`config.mk`:
```
export PLATFORM = sky130hd
export DESIGN_NAME = alu_seq_flat
export DESIGN_NICKNAME = d
export VERILOG_FILES = /design/src/rtl/alu_seq_pkg.sv /design/src/rtl/alu_seq_if.sv /design/src/rtl/alu_seq_mul_seq.sv /design/src/rtl/alu_seq.sv /design/src/flat_wrapper.sv
export SDC_FILE = /design/constraint.sdc
export NUM_CORES = 1
export LEC_CHECK = 0
export BUFFER_PORTS_ARGS = -buffer_cell sky130_fd_sc_hd__buf_2
export CAP_MARGIN = 20
export CELL_PAD_IN_SITES_DETAIL_PLACEMENT = 1
export CELL_PAD_IN_SITES_GLOBAL_PLACEMENT = 1
export CORE_MARGIN = 1.5
export CORE_UTILIZATION = 42
export DETAILED_ROUTE_END_ITERATION = 8
export PLACE_DENSITY = 0.81
export SYNTH_ARGS = -nofsm -noshare
export SYNTH_HDL_FRONTEND = slang
export SYNTH_HIERARCHICAL = 1
export SYNTH_SLANG_ARGS = --single-unit
```
`constraint.sdc`:
```
create_clock -name clk -period 2.8 [get_ports clk]
set_clock_uncertainty 0.1 [all_clocks]
set_input_delay 0.14 -clock clk [delete_from_list [all_inputs] [get_ports clk]]
set_output_delay 0.14 -clock clk [all_outputs]
set_load 0.03 [all_outputs]
```
`src/rtl/alu_seq_pkg.sv`:
```
// ---------------------------------------------------------------------------
// alu_seq_pkg
// Shared definitions for the execute-stage ALU: WIDTH-independent opcode
// constants and the encoding of the handshake state machine.
// ---------------------------------------------------------------------------
package alu_seq_pkg;

    localparam int OP_W = 5;

    localparam logic [OP_W-1:0] ALU_ADD  = 5'd0;
    localparam logic [OP_W-1:0] ALU_SUB  = 5'd1;
    localparam logic [OP_W-1:0] ALU_AND  = 5'd2;
    localparam logic [OP_W-1:0] ALU_OR   = 5'd3;
    localparam logic [OP_W-1:0] ALU_XOR  = 5'd4;
    localparam logic [OP_W-1:0] ALU_COM  = 5'd5;
    localparam logic [OP_W-1:0] ALU_SWAP = 5'd6;
    localparam logic [OP_W-1:0] ALU_ROR  = 5'd7;
    localparam logic [OP_W-1:0] ALU_ROL  = 5'd8;
    localparam logic [OP_W-1:0] ALU_INC  = 5'd9;
    localparam logic [OP_W-1:0] ALU_DEC  = 5'd10;
    localparam logic [OP_W-1:0] ALU_PA   = 5'd11;
    localparam logic [OP_W-1:0] ALU_PB   = 5'd12;
    localparam logic [OP_W-1:0] ALU_BSF  = 5'd13;
    localparam logic [OP_W-1:0] ALU_BCF  = 5'd14;
    localparam logic [OP_W-1:0] ALU_ZERO = 5'd15;
    localparam logic [OP_W-1:0] ALU_MUL  = 5'd16;

    typedef enum logic {
        ST_IDLE = 1'b0,
        ST_BUSY = 1'b1
    } state_t;

endpackage

```
`src/rtl/alu_seq_if.sv`:
```
// ---------------------------------------------------------------------------
// alu_seq_if
// Request/result bundle between the sequencer (master) and the ALU (slave).
//   master drives: start, op, a, b, cin
//   slave drives : ready, done, y, y_hi, cout, dcout, zout
// ---------------------------------------------------------------------------
interface alu_seq_if
    import alu_seq_pkg::*;
#(
    parameter int WIDTH = 8
);
    logic             start;
    logic [OP_W-1:0]  op;
    logic [WIDTH-1:0] a;
    logic [WIDTH-1:0] b;
    logic             cin;
    logic             ready;
    logic             done;
    logic [WIDTH-1:0] y;
    logic [WIDTH-1:0] y_hi;
    logic             cout;
    logic             dcout;
    logic             zout;

    modport master (
        output start, op, a, b, cin,
        input  ready, done, y, y_hi, cout, dcout, zout
    );

    modport slave (
        input  start, op, a, b, cin,
        output ready, done, y, y_hi, cout, dcout, zout
    );
endinterface

```
`src/rtl/alu_seq_mul_seq.sv`:
```
// ---------------------------------------------------------------------------
// mul_seq
// Unsigned shift-add multiplier, one partial product per clock.
//   load : latch a/b and start; must only be pulsed while not busy
//   a, b : operands (sampled on load)
//   busy : iterations in progress
//   fin  : the current clock performs the last iteration
//   prod : product including the current iteration; complete when busy & fin
// A load at edge E0 is followed by WIDTH iterations at E1..E(WIDTH).
// ---------------------------------------------------------------------------
module mul_seq #(
    parameter int WIDTH = 8
) (
    input  logic               clk,
    input  logic               rst_n,
    input  logic               load,
    input  logic [WIDTH-1:0]   a,
    input  logic [WIDTH-1:0]   b,
    output logic               busy,
    output logic               fin,
    output logic [2*WIDTH-1:0] prod
);
    localparam int CNT_W = $clog2(WIDTH);

    logic                 busy_q, busy_d;
    logic [CNT_W-1:0]     cnt_q, cnt_d;
    logic [2*WIDTH-1:0]   mcand_q, mcand_d;
    logic [WIDTH-1:0]     mplier_q, mplier_d;
    logic [2*WIDTH-1:0]   acc_q, acc_d;
    logic [2*WIDTH-1:0]   acc_next;

    assign fin  = (cnt_q == CNT_W'(WIDTH - 1));
    assign busy = busy_q;
    // Exposing the accumulator including this clock's partial product lets
    // the owner register the finished product on the last iteration edge.
    assign prod = acc_next;

    always_comb begin
        // NOTE: every variable gets a default first so no path leaves it
        // unassigned, which would otherwise infer a latch.
        acc_next = acc_q + (mplier_q[0] ? mcand_q : '0);
        busy_d   = busy_q;
        cnt_d    = cnt_q;
        mcand_d  = mcand_q;
        mplier_d = mplier_q;
        acc_d    = acc_q;
        if (load) begin
            busy_d   = 1'b1;
            cnt_d    = '0;
            mcand_d  = {{WIDTH{1'b0}}, a};
            mplier_d = b;
            acc_d    = '0;
        end else if (busy_q) begin
            acc_d    = acc_next;
            mcand_d  = mcand_q << 1;
            mplier_d = mplier_q >> 1;
            cnt_d    = cnt_q + 1'b1;
            if (fin) begin
                busy_d = 1'b0;
            end
        end
    end

    // NOTE: state registers use non-blocking assignments so every flop
    // samples the pre-edge values regardless of statement order.
    always_ff @(posedge clk or negedge rst_n) begin
        if (!rst_n) begin
            busy_q   <= 1'b0;
            cnt_q    <= '0;
            mcand_q  <= '0;
            mplier_q <= '0;
            acc_q    <= '0;
        end else begin
            busy_q   <= busy_d;
            cnt_q    <= cnt_d;
            mcand_q  <= mcand_d;
            mplier_q <= mplier_d;
            acc_q    <= acc_d;
        end
    end
endmodule

```
`src/rtl/alu_seq.sv`:
```
// ---------------------------------------------------------------------------
// alu_seq
// Registered execute-stage ALU with a multi-cycle unsigned multiply.
//   clk, rst_n : clock, asynchronous active-low reset
//   bus        : alu_seq_if.slave (start/op/a/b/cin in; ready/done/y/y_hi/
//                cout/dcout/zout out)
// Single-cycle ops complete one clock after acceptance and may issue every
// clock. MUL holds ready low for WIDTH clocks; results hold until next done.
// WIDTH must be even and at least 8.
// ---------------------------------------------------------------------------
module alu_seq
    import alu_seq_pkg::*;
#(
    parameter int WIDTH = 8
) (
    input  logic    clk,
    input  logic    rst_n,
    alu_seq_if.slave bus
);
    state_t             state_q, state_d;
    logic               done_q, done_d;
    logic [WIDTH-1:0]   y_q, y_d;
    logic [WIDTH-1:0]   y_hi_q, y_hi_d;
    logic               cout_q, cout_d;
    logic               dcout_q, dcout_d;
    logic               zout_q, zout_d;

    logic               accept;
    logic               mul_load, mul_busy, mul_fin, mul_last;
    logic [2*WIDTH-1:0] mul_prod;

    logic [WIDTH:0]     sum;
    logic [WIDTH-1:0]   sc_y;
    logic               sc_cout, sc_dcout;

    assign accept   = bus.start && (state_q == ST_IDLE);
    assign mul_load = accept && (bus.op == ALU_MUL);
    assign mul_last = mul_busy && mul_fin;

    mul_seq #(.WIDTH(WIDTH)) u_mul (
        .clk   (clk),
        .rst_n (rst_n),
        .load  (mul_load),
        .a     (bus.a),
        .b     (bus.b),
        .busy  (mul_busy),
        .fin   (mul_fin),
        .prod  (mul_prod)
    );

    // Single-cycle result and flags.
    always_comb begin
        sum      = '0;
        sc_y     = '0;
        sc_cout  = 1'b0;
        sc_dcout = 1'b0;
        case (bus.op)
            ALU_ADD: begin
                sum      = {1'b0, bus.a} + {1'b0, bus.b};
                sc_y     = sum[WIDTH-1:0];
                sc_cout  = sum[WIDTH];
                // Carry into bit 4 recovered from the sum and operand bits.
                sc_dcout = sum[4] ^ bus.a[4] ^ bus.b[4];
            end
            ALU_SUB: begin
                sum      = {1'b0, bus.b} - {1'b0, bus.a};
                sc_y     = sum[WIDTH-1:0];
                sc_cout  = ~sum[WIDTH];
                sc_dcout = (bus.b[3:0] >= bus.a[3:0]);
            end
            ALU_AND:  sc_y = bus.a & bus.b;
            ALU_OR:   sc_y = bus.a | bus.b;
            ALU_XOR:  sc_y = bus.a ^ bus.b;
            ALU_COM:  sc_y = ~bus.b;
            ALU_SWAP: sc_y = {bus.b[WIDTH/2-1:0], bus.b[WIDTH-1:WIDTH/2]};
            ALU_ROR: begin
                sc_y    = {bus.cin, bus.b[WIDTH-1:1]};
                sc_cout = bus.b[0];
            end
            ALU_ROL: begin
                sc_y    = {bus.b[WIDTH-2:0], bus.cin};
                sc_cout = bus.b[WIDTH-1];
            end
            ALU_INC:  sc_y = bus.b + 1'b1;
            ALU_DEC:  sc_y = bus.b - 1'b1;
            ALU_PA:   sc_y = bus.a;
            ALU_PB:   sc_y = bus.b;
            ALU_BSF:  sc_y = bus.a | bus.b;
            ALU_BCF:  sc_y = ~bus.a & bus.b;
            default:  sc_y = '0;
        endcase
    end

    // Handshake FSM and output register next-state.
    always_comb begin
        state_d = state_q;
        done_d  = 1'b0;
        y_d     = y_q;
        y_hi_d  = y_hi_q;
        cout_d  = cout_q;
        dcout_d = dcout_q;
        zout_d  = zout_q;
        case (state_q)
            ST_IDLE: begin
                if (accept) begin
                    if (bus.op == ALU_MUL) begin
                        state_d = ST_BUSY;
                    end else begin
                        y_d     = sc_y;
                        y_hi_d  = '0;
                        cout_d  = sc_cout;
                        dcout_d = sc_dcout;
                        zout_d  = (sc_y == '0);
                        done_d  = 1'b1;
                    end
                end
            end
            ST_BUSY: begin
                if (mul_last) begin
                    y_d     = mul_prod[WIDTH-1:0];
                    y_hi_d  = mul_prod[2*WIDTH-1:WIDTH];
                    cout_d  = 1'b0;
                    dcout_d = 1'b0;
                    zout_d  = (mul_prod == '0);
                    done_d  = 1'b1;
                    state_d = ST_IDLE;
                end
            end
            default: state_d = ST_IDLE;
        endcase
    end

    always_ff @(posedge clk or negedge rst_n) begin
        if (!rst_n) begin
            state_q <= ST_IDLE;
            done_q  <= 1'b0;
            y_q     <= '0;
            y_hi_q  <= '0;
            cout_q  <= 1'b0;
            dcout_q <= 1'b0;
            zout_q  <= 1'b0;
        end else begin
            state_q <= state_d;
            done_q  <= done_d;
            y_q     <= y_d;
            y_hi_q  <= y_hi_d;
            cout_q  <= cout_d;
            dcout_q <= dcout_d;
            zout_q  <= zout_d;
        end
    end

    assign bus.ready = (state_q == ST_IDLE);
    assign bus.done  = done_q;
    assign bus.y     = y_q;
    assign bus.y_hi  = y_hi_q;
    assign bus.cout  = cout_q;
    assign bus.dcout = dcout_q;
    assign bus.zout  = zout_q;
endmodule

```
`src/flat_wrapper.sv`:
```
// flat-port wrapper written by rule: the top's interface ports become plain ports
module alu_seq_flat import alu_seq_pkg::*;
#(
    parameter int WIDTH = 8
)
  (clk, rst_n, bus_start, bus_op, bus_a, bus_b, bus_cin, bus_ready, bus_done, bus_y, bus_y_hi, bus_cout, bus_dcout, bus_zout);
  alu_seq_if #(.WIDTH(WIDTH)) bus_i ();
  input  logic clk;
  input  logic rst_n;
  input wire logic [$bits(bus_i.start)-1:0] bus_start;
  input wire logic [$bits(bus_i.op)-1:0] bus_op;
  input wire logic [$bits(bus_i.a)-1:0] bus_a;
  input wire logic [$bits(bus_i.b)-1:0] bus_b;
  input wire logic [$bits(bus_i.cin)-1:0] bus_cin;
  output wire logic [$bits(bus_i.ready)-1:0] bus_ready;
  output wire logic [$bits(bus_i.done)-1:0] bus_done;
  output wire logic [$bits(bus_i.y)-1:0] bus_y;
  output wire logic [$bits(bus_i.y_hi)-1:0] bus_y_hi;
  output wire logic [$bits(bus_i.cout)-1:0] bus_cout;
  output wire logic [$bits(bus_i.dcout)-1:0] bus_dcout;
  output wire logic [$bits(bus_i.zout)-1:0] bus_zout;
  assign bus_i.start = bus_start;
  assign bus_i.op = bus_op;
  assign bus_i.a = bus_a;
  assign bus_i.b = bus_b;
  assign bus_i.cin = bus_cin;
  assign bus_ready = bus_i.ready;
  assign bus_done = bus_i.done;
  assign bus_y = bus_i.y;
  assign bus_y_hi = bus_i.y_hi;
  assign bus_cout = bus_i.cout;
  assign bus_dcout = bus_i.dcout;
  assign bus_zout = bus_i.zout;
  alu_seq #(.WIDTH(WIDTH)) u_core (.clk(clk), .rst_n(rst_n), .bus(bus_i));
endmodule
```
* Yosys cells after proc, flatten, opt, wreduce, memory -nomap -nowiden *
Cells that the tools add are included.

storage, ports and cells
  register bits after elaboration = 65

operators by class
  $add $sub $neg = 6
  $lt $le $gt $ge = 1
  eq/ne operators = 19
  muxes and demuxes = 42
  reduce and logical (&&, ||, !) cells = 9
  bitwise logic cells = 10

operators with widths
  kind                                                                 number
  8-bit case mux with 14 select lines                                  1
  16-bit two-way mux                                                   5
  8-bit two-way mux                                                    8
  5-bit by 4-bit == test with 1-bit output (second input constant)     7
  8-bit case mux with 2 select lines                                   2
  5-bit by 3-bit == test with 1-bit output (second input constant)     4
  1-bit two-way mux                                                    17
  16-bit adder                                                         1
  8-bit bitwise AND                                                    2
  16-bit zero test                                                     1
  8-bit inverter                                                       2
  1-bit case mux with 2 select lines                                   6
  5-bit by 2-bit == test with 1-bit output (second input constant)     2
  8-bit by 8-bit adder with 9-bit output                               1
  8-bit by 8-bit subtractor with 9-bit output                          1
  8-bit by 1-bit adder with 8-bit output (second input constant)       1
  8-bit zero test                                                      1
  8-bit OR                                                             1
  8-bit by 1-bit subtractor with 8-bit output (second input constant)  1
  8-bit XOR                                                            1
  3-bit two-way mux                                                    2
  5-bit by 1-bit == test with 1-bit output (second input constant)     1
  5-bit == test (second input constant)                                1
  5-bit zero test                                                      1
  other kinds (12)                                                     17

* Logic depth before layout (Yosys ltp) *
  depth in word-level cells = 7
  mapped depth = 14
  gate-level depth less buffers = 13

* Cells and area by module *
The synthesis kept the hierarchy.

modules (own cells, without submodules)
  module   cells an instance  area each (um^2)  instances
  mul_seq  288                2832.7            1
  alu_seq  372                2772.7            1

* Worst setup path after synthesis *
OpenSTA, ideal clock, no wires.

  path kind = input -> register
  from = input bus_op[2]
  to = register u_core.zout_q, in the netlist u_core/bus.zout
  setup time = 0.067 ns
  data arrival time = 3.275 ns
  slack = -0.642 ns
  stages on the path = 11
  required time = 2.633 ns
  cells stage by stage = buf_2 -> nor4_1 -> ha_1 -> a211oi_1 -> o21ai_0 -> nor3b_1 -> or4_1 -> a211oi_2 -> nand3_1 -> nor4_1 -> a221o_1

on the way
  longest elaborated chain between the ends = 7
  elaborated cells between the ends (all ways) = 24
  classes of those cells = eq/ne (16); mux (4); reduce/logical (4)

RTL lines
  item                                                                                                         line                RTL
  start, declared                                                                                              flat_wrapper.sv:11  input wire logic [$bits(bus_i.op)-1:0] bus_op;
  5-bit by 2-bit == test with 1-bit output / 5-bit by 4-bit == test with 1-bit output (equally long branches)  alu_seq.sv:57       case (bus.op)
  2-bit OR reduction (no source line)                                                                          --
  8-bit case mux with 14 select lines                                                                          alu_seq.sv:57
  8-bit zero test                                                                                              alu_seq.sv:113      zout_d = (sc_y == '0);
  1-bit two-way mux                                                                                            alu_seq.sv:106      if (bus.op == ALU_MUL) begin
  1-bit two-way mux                                                                                            alu_seq.sv:105      if (accept) begin
  1-bit case mux with 2 select lines                                                                           alu_seq.sv:103      case (state_q)
  end signal, assigned                                                                                         alu_seq.sv:149      zout_q <= zout_d;
  end, declared                                                                                                alu_seq.sv:26       logic zout_q, zout_d;

Several ways; a longest one is shown, not always the timed one. The select of a mux whose other input is x is not followed.
A chain may end at the register's enable or synchronous reset.

* Worst setup path after layout *
  from = input bus_op[1]
  to = register u_core.zout_q, in the netlist u_core/bus.zout

The elaborated chain is that of the path after synthesis.

==> run_results.csv <==
group,metric,value,unit
routing,drt_first_pass_iters,6,
global_routing,grt-ovfl-total,0,
die,start_util,0.4267,
power_and_ir_drop,seqPwrFrac,0.169,
routing,ant_nets,0,
sta,rsz0062_at_grt,"true",
sta,period_minus_slack,3363,ps
power_and_ir_drop,internal_power,5.235,mW
critical_path,rrSetupSlack,-340,ps
sta,setup_ws,-562.9,ps
power_and_ir_drop,clkPwrFrac,0.122,
power_and_ir_drop,cellLeakagePower,3.389,nW
placed_design,io_buffer_count,45,
layout,syn2layout_area_growth,33.59,%
clock_tree,cts_buffers,9,
die,io_pins,46,
critical_path,cp_max_fo,4,
sta,finalHoldViolations,0,
power_and_ir_drop,power.share.switching,0.4769,
outcome,status,"complete, but fails checks",
routing,drc_errors,0,
synth,yosys_register_bits,65,
critical_path,cp_slowest_cell,"nor4_1",
min_path,holdCritPathClass,"in2reg",
global_routing,grt_antenna_before_repair,0,
die,coreArea,0.01314,sq mm
routing,first_iter_violations,642,
sta,fmax,297.4,MHz
outcome,violations,"setup timing",
layout,nets,873,
critical_path,worstPathRequired,2990,ps
die,die_width,118.5,um
synth,synth_edf_count,0,
layout,layout-drive-gt1-share,0.2980,
placed_design,place_congestion,0.9881,
clock_tree,clock_latency,350,ps
sta,tightest_slew,867.5,ps
clock_tree,cts_tree,"built",
critical_path,cp_top_family,"simple AND/OR/NAND/NOR gates",
critical_path,cp-end-kind,"flop",
synth,seq_area_frac_synth,0.2902,
routing,wl,25310,um
synth,avgSynthCellArea,8.493,sq um
power_and_ir_drop,p_per_area,1336,mW/mm^2
critical_path,arrival,3550,ps
job,drv_cap,0,
synth,synth-main-ff-cell,"dfrtp_1",
synth,synth_area,0.005605,sq mm
sta,slew_violations,0,
synth,synth_nets,736,
die,dieHeight,118.5,um
global_routing,grt_first_pass_wirelength,35630,um
placed_design,place_ws,-345.7,ps
layout,final_cells,978,
clock_tree,cts_root_buf,"clkbuf_16",
global_routing,groute.usage.overall,0.3283,
synth,yosys_warnings,6,
critical_path,cp-start-kind,"input port",
placed_design,dp_hpwl,15750,um
synth,async_flop_share,1.000,
layout,layout_common_cells,"buf_4 (113), nand2_1 (71), dfrtp_1 (63)",
clock_tree,cts_sinks,65,
die,die-area,0.01405,sq mm
routing,wl_per_cell,25.88,um
critical_path,crit_type,"in2reg",
critical_path,crit_path_max_incr_delay,790,ps
layout,filler_cell_count,1544,
sta,period_share,1.201,
power_and_ir_drop,ir_drop,0.6229,mV
sta,setup_viol,6,
sta,relSlewSlack,0.4195,
clock_tree,path_clk_slew,60,ps
critical_path,path_cells,"buf_2, inv_1, nor4_4, buf_4, buf_4, fa_1, xor2_1, a22oi_1, o2111ai_1, nor4_1, nand3_1, nor4_1, a221o_1",
synth,syn_inst,660,
power_and_ir_drop,fin_total_pwr,10.01,mW
critical_path,path_buf_inv,4,
sta,whs,20.75,ps
power_and_ir_drop,p_comb_frac,0.709,
global_routing,grt_pass1_vias,6597,
die,core.rowCount,42,
global_routing,grt_max_degree,54,
sta,setup_tns,-1004,ps
clock_tree,clock_path_buffers,2,
placed_design,dpl.cell_count,945,
synth,synth.distinct_cells,70,
routing,vias,6198,
layout,n_antenna_cell,0,
routing,drt-vias-per-instance,6.337,
clock_tree,cts_max_level,3,
power_and_ir_drop,p_switching,4.772,mW
layout,final_common_cell,"buf_4",
## cell usage after synthesis (3+ instances only)
cell	count	area share
nand2_1	73	0.049
dfrtp_1	65	0.29
nor2_1	51	0.034
ha_1	47	0.10
o21ai_0	43	0.038
mux2i_1	42	0.075
a21oi_1	33	0.029
inv_1	31	0.021
clkbuf_1	25	0.017
xnor2_1	21	0.033
a22oi_1	18	0.024
nand3_1	17	0.015
and2_1	16	0.018
nor3_1	11	0.0098
nand2b_1	9	0.010
buf_2	8	0.0071
nor2b_1	8	0.0089
o211ai_1	8	0.011
xor2_1	8	0.013
and3_1	7	0.0078
nor4_1	7	0.0078
a21o_1	6	0.0080
a31oi_1	6	0.0067
nor3b_1	6	0.0080
a211oi_1	5	0.0067
fa_1	4	0.014
nand4b_1	4	0.0062
or3b_1	4	0.0062
a21oi_2	3	0.0047
a221o_1	3	0.0054
a22o_1	3	0.0047
buf_6	3	0.0060
o2111ai_1	3	0.0047
o21a_1	3	0.0040
o21bai_1	3	0.0040
o22ai_1	3	0.0033
o41ai_1	3	0.0047
or2_2	3	0.0033
or3_1	3	0.0033
or4_1	3	0.0040
## layer usage
layer / wire, um / GRT usage / vias up
met5: 0 / 0 / -
met4: 1741 / 0.2048 / 0
met3: 1810 / 0.07288 / 133
met2: 12340 / 0.5625 / 362
met1: 9419 / 0.3705 / 3063
li1: - / - / 2640
## layout make-up
class                           instances  area, sq um  area share
Clock buffer                           11        252.7     0.03375
Clock inverter                          5        62.56    0.008354
Inverter                               31        116.4     0.01554
Multi-Input combinational cell        526         4051      0.5410
Sequential cell                        65         1629      0.2175
Tap cell                              176        220.2     0.02941
Timing Repair Buffer                  164         1156      0.1544
## power by group through the flow
stage / clock network [mW] / logic [mW] / registers (mW)
2_1_floorplan: 0 / 2.77 / 1.67
3_3_place_gp: 0 / 4.89 / 1.59
3_5_place_dp: 0 / 5.21 / 1.62
4_1_cts: 1.23 / 5.85 / 1.63
5_1_grt: 1.27 / 7.33 / 1.72
6_report: 1.22 / 7.09 / 1.69
## flip-flops by register name, indices dropped and copies added (netlist names), 3 cells and up
register and cells:
u_core/bus.y_hi 8, u_core/u_mul/mcand_q 16, u_core/u_mul/acc_q 16, u_core/bus.y 8, u_core/u_mul/mplier_q 8, u_core/u_mul/cnt_q 3
## path summary, 6_finish.rpt
| path | cells after the start | start | endpoint |
|---|---|---|---|
| min in group asynchronous | 2 | rst_n | u_core/u_mul/acc_q[15] |
| max reg2reg | 14 | u_core/u_mul/mplier_q[0] | u_core/bus.zout |
| max in group asynchronous | 3 | rst_n | u_core/u_mul/busy |
| max | 13 | bus_op[1] | u_core/bus.zout |
| min reg2reg | 2 | u_core/bus.y[3] | u_core/bus.y[3] |
| min | 3 | bus_a[2] | u_core/u_mul/mcand_q[2] |
## repair_timing
action	4_1_cts	5_1_grt
hold buffers	2	0
setup buffers	6	9
endpoints found under the setup margin	2	15
hold endpoints to repair	33	0
pin swaps	10	18
resized for setup	18	38
## cell families after synthesis
| kind of cell | after synthesis | synth area share |
|---|---|---|
| flip-flops | 65 | 0.2902 |
| AO/OA/AOI/OAI | 172 | 0.2107 |
| AND/OR/NAND/NOR | 230 | 0.2029 |
| multiplexers | 44 | 0.07902 |
| adder cells (fa/ha/maj) | 51 | 0.1192 |
| buffers and inverters | 69 | 0.05268 |
| XOR/XNOR | 29 | 0.04531 |
## metrics by stage
stage / area [sq um] / utilization
global route: 7488 / 0.5700
floorplan: 5633 / -
detailed placement: 6698 / 0.5098
global placement: 6698 / 0.5098
finish: 7488 / 0.5700
CTS: 7189 / 0.5472
## worst register-to-register path: stages (launching register included)
cell and delay, ps:
dfrtp_2 430, and2_4 160, ha_4 160, fa_2 370, a21oi_2 190, nand4b_1 190, a21oi_2 110, a311oi_4 290
buf_4 180, o31ai_4 70, xor2_2 220, nor4_1 200, nand4_1 150, nor2_1 150, a221o_1 120
Power figures use the tool's default switching activity.
